File: src/rtl/picorv32_regfile_multi.sv
// picorv32_regfile_multi
//   Parametrised register file with NRD synchronous read ports (registered,
//   1-cycle latency) and one write port. After reset, an init sequencer
//   writes zero to every entry, so the storage itself needs no reset flops.
//
// Parameters: XLEN (data width), NREGS (entries), ADDR_W (address width),
//             NRD (read ports, 1..4), ZERO_REG (1 = entry 0 reads as zero
//             and ignores writes).
// Optional feature: define REGFILE_BYPASS_EN to forward same-cycle write
//   data to reads of the same address (write-first). When it is undefined,
//   such reads return the old contents (read-first).
//
// Ports:
//   clk     rising-edge clock
//   resetn  synchronous active-low reset
//   busy    high while the init sequencer owns the array
//   wen     write enable;  waddr / wdata write address and data
//   ren     per-port read enable
//   raddr   read addresses, port p at [p*ADDR_W +: ADDR_W]
//   rdata   read data,      port p at [p*XLEN +: XLEN]
//   rvalid  per-port: rdata for that port was updated this cycle
module picorv32_regfile_multi #(
  parameter int unsigned XLEN     = 32,
  parameter int unsigned NREGS    = 32,
  parameter int unsigned ADDR_W   = 5,
  parameter int unsigned NRD      = 2,
  parameter int unsigned ZERO_REG = 1
) (
  input  logic                   clk,
  input  logic                   resetn,
  output logic                   busy,
  input  logic                   wen,
  input  logic [ADDR_W-1:0]      waddr,
  input  logic [XLEN-1:0]        wdata,
  input  logic [NRD-1:0]         ren,
  input  logic [NRD*ADDR_W-1:0]  raddr,
  output logic [NRD*XLEN-1:0]    rdata,
  output logic [NRD-1:0]         rvalid
);

  // Counter is one bit wider than the address so NREGS == 2**ADDR_W fits.
  localparam logic [ADDR_W:0] NREGS_C = (ADDR_W+1)'(NREGS);
  localparam logic [ADDR_W:0] LAST_C  = (ADDR_W+1)'(NREGS - 1);

  typedef enum logic {S_INIT, S_READY} state_t;

  state_t            state, state_nx;
  logic [ADDR_W:0]   cnt, cnt_nx;
  logic              init_we;
  logic              wr_ok;
  logic [NRD-1:0]    rd_en;
  logic [ADDR_W-1:0] ra;
  logic [XLEN-1:0]   rd_val [NRD];
  logic [XLEN-1:0]   mem    [NREGS];

  // ---------------------------------------------------------------- FSM
  always_ff @(posedge clk) begin
    if (!resetn) begin
      state <= S_INIT;
      cnt   <= '0;
    end else begin
      state <= state_nx;
      cnt   <= cnt_nx;
    end
  end

  always_comb begin
    state_nx = state;
    cnt_nx   = cnt;
    init_we  = 1'b0;
    case (state)
      S_INIT: begin
        init_we = 1'b1;
        cnt_nx  = cnt + 1'b1;
        if (cnt == LAST_C) state_nx = S_READY;
      end
      S_READY: ;
      default: state_nx = S_INIT;
    endcase
  end

  assign busy = (state == S_INIT);

  // ---------------------------------------------------------- write port
  assign wr_ok = wen && !busy
              && ({1'b0, waddr} < NREGS_C)
              && !((ZERO_REG != 0) && (waddr == '0));

  always_ff @(posedge clk) begin
    if (resetn && init_we)
      mem[cnt[ADDR_W-1:0]] <= '0;
    else if (resetn && wr_ok)
      mem[waddr] <= wdata;
  end

  // ---------------------------------------------------------- read ports
  assign rd_en = ren & {NRD{~busy}};

  always_comb begin
    ra = '0;
    for (int unsigned p = 0; p < NRD; p++) begin
      ra        = raddr[p*ADDR_W +: ADDR_W];
      rd_val[p] = '0;
      if (({1'b0, ra} < NREGS_C) && !((ZERO_REG != 0) && (ra == '0))) begin
`ifdef REGFILE_BYPASS_EN
        if (wr_ok && (waddr == ra)) rd_val[p] = wdata;
        else                        rd_val[p] = mem[ra];
`else
        rd_val[p] = mem[ra];
`endif
      end
    end
  end

  // rdata holds its last value when a port is not read; it is only
  // cleared by reset, so it reads zero throughout init.
  always_ff @(posedge clk) begin
    if (!resetn) begin
      rdata  <= '0;
      rvalid <= '0;
    end else begin
      rvalid <= rd_en;
      for (int unsigned p = 0; p < NRD; p++)
        if (rd_en[p]) rdata[p*XLEN +: XLEN] <= rd_val[p];
    end
  end

endmodule

File: config.mk
export PLATFORM = sky130hd
export DESIGN_NAME = picorv32_regfile_multi
export DESIGN_NICKNAME = d
export VERILOG_FILES = /design/src/rtl/picorv32_regfile_multi.sv
export SDC_FILE = /design/constraint.sdc
export NUM_CORES = 1
export LEC_CHECK = 0
export CAP_MARGIN = 20
export CORE_ASPECT_RATIO = 1.5
export CORE_UTILIZATION = 40
export DETAILED_ROUTE_END_ITERATION = 10
export GPL_TIMING_DRIVEN = 1
export SYNTH_ARGS = -nofsm -noshare
export SYNTH_HDL_FRONTEND = slang
export SYNTH_SLANG_ARGS = --single-unit
File: constraint.sdc
create_clock -name clk -period 8.2 [get_ports clk]
set_input_delay 1.64 -clock clk [delete_from_list [all_inputs] [get_ports clk]]
set_output_delay 1.64 -clock clk [all_outputs]
set_load 0.02 [all_outputs]
==> results.md, run 1 <==
* Die Footprint at 128000 µm²
* Area fraction in compound gates after synthesis at a little under 6%
* Highest Signal Layer: met4
* Overall routed net length at 170000 µm
* Arrival time worst endpoint at 5180 ps
* CP peak stage delay at about 940 ps
* Dpl cell area at around 54000 µm²
* Kind of critical path: input port to flop
* Worst-path cell chain: clkdlybuf4s50_1 -> nand3_1 -> nor4b_1 -> a31oi_1 -> nor2_4 -> buf_4
* Syn avg cell area at 18.4 µm²
* Leakage at 19.8 nW
* Total number of vias at ~30000
* EDFF count, synth at just over 1000
* Layout Skew at approximately 23 ps
* Fin crit period at 4810 ps
* Clock sinks at between 1000 and 1500
* Status: complete, no violations
* Worst skew pair latency at roughly 730 ps
* Clk root buf: clkbuf_16
* Syn_nets at approximately 2800
* Routed wl met2 at between 80000 and 90000 µm
* Sequential share of the synthesized area at between 60% and 70%
* Core area at between 100000 and 150000 µm²
* DRT iter0 DRCs at 3564
* Slew Limit Headroom at between 20 and 25%
* Vias in the first global route at between 30000 and 40000
* Die Wd at roughly 300 µm
* GPL Wtd Cong at 0.832
* All-Layer GR Usage at between 20% and 30%
* Post_cts resized at 0
* Num CTS Buffers at 97
* Cell area after synthesis at roughly 50000 µm²
* Hpwl dp at between 90000 and 100000 µm
* Cells after Synth at 2754
* Final net count at 2882
* Initial Utilization at 40.3%
* Main combinational cell family by area after synthesis: multiplexers
* Post-route cell area at between 50000 and 60000 µm²
* Rows at 159
* DR WL/cell at about 38 µm
* Simple-Gate Fraction of Synth Area at under 10%
* Via density at roughly 6.7
* Grt total ovfl at 0
* Hold Crit Class: flop to flop
* # port buffers at around 120
* Dominant synthesized flop cell: edfxtp_1
* Number of failing hold endpoints at the final stage at 0
* CTS tree: done
* Hold WS at between 500 and 600 ps
* RSZ-0062 raised after global routing: false
* Pins Over Slew Limit at 0
* Maximum clock path buffer count at 3
* Xor-xnor portion of the synthesized cell area at less than 1%
* Largest net degree at the start of global routing at 120
* Ports at 119
* First-pass GRT wire length at ~240000 µm
* Htree depth at 3
* Most frequent cells in the layout: edfxtp_1, mux4_2, mux2i_1
* Setup violators final at 0
* DRC violations left at 0
* Worst-Margin Slew at around 1100 ps
* TNS Setup at 0 ps
* Die Y at 437 µm
* Period utilization at between 50% and 60%
* Slowest-stage cell, CP: nor2_4
* Initial antenna violation count at 8
* Seq cells post-synth at approximately 1100
* Req. time, crit path at around 8600 ps
* Share of cells above drive strength 1 at between 20% and 30%
* CP top delay family: simple AND/OR/NAND/NOR gates
* Commonest non-fill, non-tap cell in the layout: edfxtp_1
* Setup crit end kind: flop
* Cell variety after synth at between 40 and 50
* Hold Buf Count CTS at 0
* Met3 routed WL at around 12000 µm
* Area growth syn-to-layout at 13.6%
* Async set-reset flop share out of synthesis at 0%
* Critical Path Fanout Max at 17
* Clock edge transition at the registers on the reported setup and hold paths at 60 ps
* Met1 WL at 59800 µm
* Ys Warns at 0
* CP Launch Type: input port
* Fmax at 208 MHz
* Buf/Inv on CP at 2
* Postcts setup bufs at 0
* Antenna viol nets, final at 0
* Worst VDD drop at 0.153 mV
* Max Cap Viol at 0
* Post-Synth Adder-Cell Area at 0.0248%
* P per Cell Area at around 200 nW/µm²
* Mux cell area share after synthesis at between 20% and 30%
* Drt pass-1 iters at 6
==> report_power, final <==
part / internal, W / switching, W / total (W)
logic: 0.000219 / 0.000385 / 0.000604
registers: 0.00606 / 0.0000180 / 0.00607
clock network: 0.00287 / 0.00215 / 0.00501
==> cell usage after synthesis (all sizes together), types with 2 or more instances <==
cell | n | area share, %
nand4b | 2 | 0.035
dfxtp | 73 | 2.9
mux2i | 369 | 7.3
buf | 117 | 1.4
nor2 | 90 | 0.67
nor3 | 2 | 0.020
nand2 | 51 | 0.38
o311ai | 19 | 0.33
nand4 | 2 | 0.025
a211oi | 17 | 0.25
a32oi | 2 | 0.035
nor3b | 2 | 0.030
a41oi | 2 | 0.035
nor2b | 25 | 0.31
o21a | 3 | 0.045
a311o | 47 | 0.93
o31a | 2 | 0.035
and2 | 40 | 0.50
edfxtp | 1024 | 61
xnor2 | 2 | 0.035
inv | 3 | 0.022
mux4 | 384 | 17
nand3 | 3 | 0.030
and4b | 65 | 1.3
a21o | 48 | 0.71
a221oi | 17 | 0.29
a221o | 47 | 0.93
and3 | 5 | 0.062
a22oi | 128 | 1.9
clkbuf | 113 | 0.84
nor4b | 3 | 0.052
a31oi | 4 | 0.049
or2 | 17 | 0.21
a21boi | 20 | 0.30
==> cell families after synthesis <==
kind of cell / Yosys count
fa+ha+maj: 1
buf+inv: 233
flops: 1097
simple gates: 309
mux: 753
compound gates: 358
xor+xnor: 3
==> worst register-to-register path: cells and delay by family, from the launching register on <==
| family | cells | cell delay (ps) |
|---|---|---|
| flip-flops | 1 | 620 |
| AND/OR/NAND/NOR | 3 | 1840 |
| AO/OA/AOI/OAI | 1 | 280 |
| buffers and inverters | 1 | 580 |
==> metrics by stage <==
stage	total power, W	std cells	setup WS (ps)	util, %
finish	0.0117	4526	3390	45.8
global route	0.0119	4525	3400	45.8
CTS	0.0117	4513	3480	45.6
detailed placement	0.00680	4329	2740	42.8
global placement	0.00679	4327	2760	42.8
floorplan	0.00657	2754	3880	-
==> area by class of cell <==
type	count	area, µm²
clock buffers	116	2550
fillers	10600	67900
clock inverters	68	886
diodes	2	5.00
repair buffers	206	2190
inverters	3	11.3
multi-input cells	1424	17600
flip-flops and latches	1097	32200
well taps	1610	2010
==> routing by layer <==
metal | GRT usage [%] | up-vias
li1 | - | 11800
met1 | 31.4 | 16100
met2 | 46.7 | 1722
met3 | 3.43 | 520
met4 | 15.0 | 0
met5 | 0 | -
==> registers in the layout (all words and copies together), names as in the netlist <==
name    count
mem      1024
state       1
cnt         6
rdata      64
rvalid      2
==> worst paths after layout <==
check                      start  slack, ps             endpoint  cells past startpoint
max                       resetn       3390  mem[7][0]$_DFFE_PP_                      6
min          cnt[5]$_SDFFE_PN0N_        540  cnt[5]$_SDFFE_PN0N_                      2
min reg2reg  cnt[5]$_SDFFE_PN0N_        540  cnt[5]$_SDFFE_PN0N_                      2
max reg2reg     state$_SDFF_PN0_       4510  mem[7][0]$_DFFE_PP_                      5
No activity file was read; power rests on OpenSTA's default activity.
==> run 2: changes to the inputs <==
clock period = 4.3 ns   (was 8.2 ns; I/O delays follow)
==> run 2 against run 1 <==
Against the previous run: sequential cell count is the same; die area is the same; sequential share of layout area shrank 1.0 points; sequential power up 91%; clock skew increased by 6.4 ps; cell area rose by 1.8%; first-iteration DRC count shrank 11%; global-route usage shrank 0.92 points; via count decreased by 0.36%; register-to-register slack worse by 3200 ps; count of clock-buffer cells in the layout is 21 higher; critical path depth decreased by 4; critical path type is now flop to primary output.
==> results.md, run 2 (synthesized netlist as in run 1, its figures left out) <==
* Hpwl dp at 99600 µm (+2.5%)
* Period utilization at between 70 and 80%
* PnR worst setup slack at 1190 ps (-2190 ps)
* Largest register FFs at 1024 (unchanged)
* Maximum clock path buffer count at 3 (unchanged)
* Largest net degree at the start of global routing at 77 (-36%)
* Leakage at 20.4 nW (+2.9%)
* Number of failing hold endpoints at the final stage at 0 (unchanged)
* P per Cell Area at 384 nW/µm² (+89%)
* Initial Utilization at 40.3% (unchanged)
* Hold WS at 524 ps (-16.0 ps)
* First-pass GRT wire length at 232000 µm (-2.7%)
* Share of cells above drive strength 1 at 26.7% (+2.6 points)
* RSZ-0062 raised after global routing: false
* Fmax at approximately 320 MHz
* Setup violators final at 0 (unchanged)
* Dpl ws at 608 ps (-2130 ps)
* Rows at 159 (unchanged)
* Worst skew pair latency at 720 ps (about the same)
* Grt total ovfl at 0 (unchanged)
* Hold Crit Class: flop to flop
* Die Wd at 292 µm (unchanged)
* Overall routed net length at 164000 µm (-3.9%)
* Vias in the first global route at 32100 (+1.3%)
* Max Cap Viol at 0 (unchanged)
* Die Y at 437 µm (unchanged)
* Biggest regs: mem (1024), rdata (64), cnt (6)
* Initial antenna violation count at 5 (-3)
* PnR Total Power at 0.0225 W (+92%)
* Kind of critical path: flop to primary output
* Arrival time worst endpoint at 2250 ps (-2930 ps)
* DRT iter0 DRCs at 3177 (-11%)
* Hold Buf Count CTS at 0 (unchanged)
* DR WL/cell at 35.4 µm (-6.0%)
* Total number of vias at 30000 (-0.36%)
* Via density at 6.50 (-2.5%)
* CP Launch Type: flop
* Post_cts resized at 0 (unchanged)
* GPL Wtd Cong at 0.852 (+2.4%)
* Num CTS Buffers at 101 (+4.1%)
* Commonest non-fill, non-tap cell in the layout: edfxtp_1
* Layout Skew at 29.0 ps (+6.38 ps)
* Status: complete, no violations
* Largest Register: mem
* Die Footprint at 128000 µm² (unchanged)
* Final net count at 2977 (+3.3%)
* Worst VDD drop at 0.289 mV (+89%)
* Postcts setup bufs at 0 (unchanged)
* Critical Path Fanout Max at 12 (-5)
* CTS tree: done
* Most frequent cells in the layout: edfxtp_1, mux4_2, mux2i_1
* Fin crit period at 3110 ps
* Worst-Margin Slew at 1110 ps (-27.6 ps)
* Req. time, crit path at 3440 ps (-5120 ps)
* Clock edge transition at the registers on the reported setup and hold paths at 60 ps (about the same)
* Core area at 125000 µm² (unchanged)
* Htree depth at 3 (unchanged)
* Clock sinks at 1097 (unchanged)
* Cell total after placement at 4431 (+2.4%)
* DRC violations left at 0 (unchanged)
* Drt pass-1 iters at 5 (-1)
* Antenna viol nets, final at 0 (unchanged)
* Slew Limit Headroom at 25.8% (+1.7 points)
* All-Layer GR Usage at 25.7% (-0.92 points)
* Hold path cells at 2 (unchanged)
* Cell Count, Final, Fillers Out at 4624 (+2.2%)
* Area growth syn-to-layout at 15.7%
* Pins Over Slew Limit at 0 (unchanged)
* Ports at 119 (unchanged)
* TNS Setup at 0 ps (unchanged)
* Setup crit end kind: primary output
* Clk root buf: clkbuf_16
* # port buffers at 118 (unchanged)
* Reg2reg path depth at 5 (unchanged)
==> run 2: cell count changes in the layout (fill, tap and decap cells not counted) <==
cell | previous run | this run
buf_12 | 8 | 44
buf_16 | 10 | 0
clkinv_1 | 17 | 10
clkbuf_1 | 16 | 20
clkbuf_8 | 3 | 14
buf_8 | 4 | 3
clkinvlp_4 | 7 | 9
clkinv_4 | 1 | 4
buf_4 | 70 | 137
clkbuf_16 | 100 | 105
bufinv_16 | 20 | 15
clkinv_2 | 17 | 13
inv_6 | 4 | 1
==> run 2: metrics by stage <==
step / util [%] / instance area (µm²)
after floorplan: - / 50500
final: 46.7 / 58500
after detailed placement: 43.8 / 54900
after global placement: 43.8 / 54900
after global routing: 46.7 / 58500
after CTS: 46.6 / 58500
==> run 2: worst paths after layout <==
check                           start              endpoint  slack, ps
setup / recovery     state$_SDFF_PN0_                  busy       1190
hold / removal    cnt[5]$_SDFFE_PN0N_   cnt[5]$_SDFFE_PN0N_        520
setup reg to reg     state$_SDFF_PN0_  mem[18][6]$_DFFE_PP_       1350
hold reg to reg   cnt[5]$_SDFFE_PN0N_   cnt[5]$_SDFFE_PN0N_        520
==> run 2: metal layers <==
metal	GRT usage [%]	part of all wire [%]
met5	0	0
met4	12.5	5.1
met3	3.40	6.7
met2	45.6	52
met1	30.5	36
==> run 2: power breakdown <==
part	internal, W	total [W]	switching (W)
logic	0.000464	0.00119	0.000721
clock network	0.00560	0.00970	0.00410
registers	0.0116	0.0116	0.0000304
total	0.0176	0.0225	0.00485
==> run 2: area by class of cell <==
cell class / count / area (µm²)
Clock buffer: 137 / 2870
Clock inverter: 54 / 704
Tap cell: 1610 / 2010
Sequential cell: 1097 / 32200
Inverter: 3 / 11.3
Timing Repair Buffer: 297 / 3090
Fill cell: 10500 / 66900
Multi-Input combinational cell: 1424 / 17600
Antenna cell: 2 / 5.00
==> run 2: worst max-delay path: stages, from the launching register on <==
cell and delay (ps):
dfxtp_1 650, inv_1 220, clkdlybuf4s50_1 680
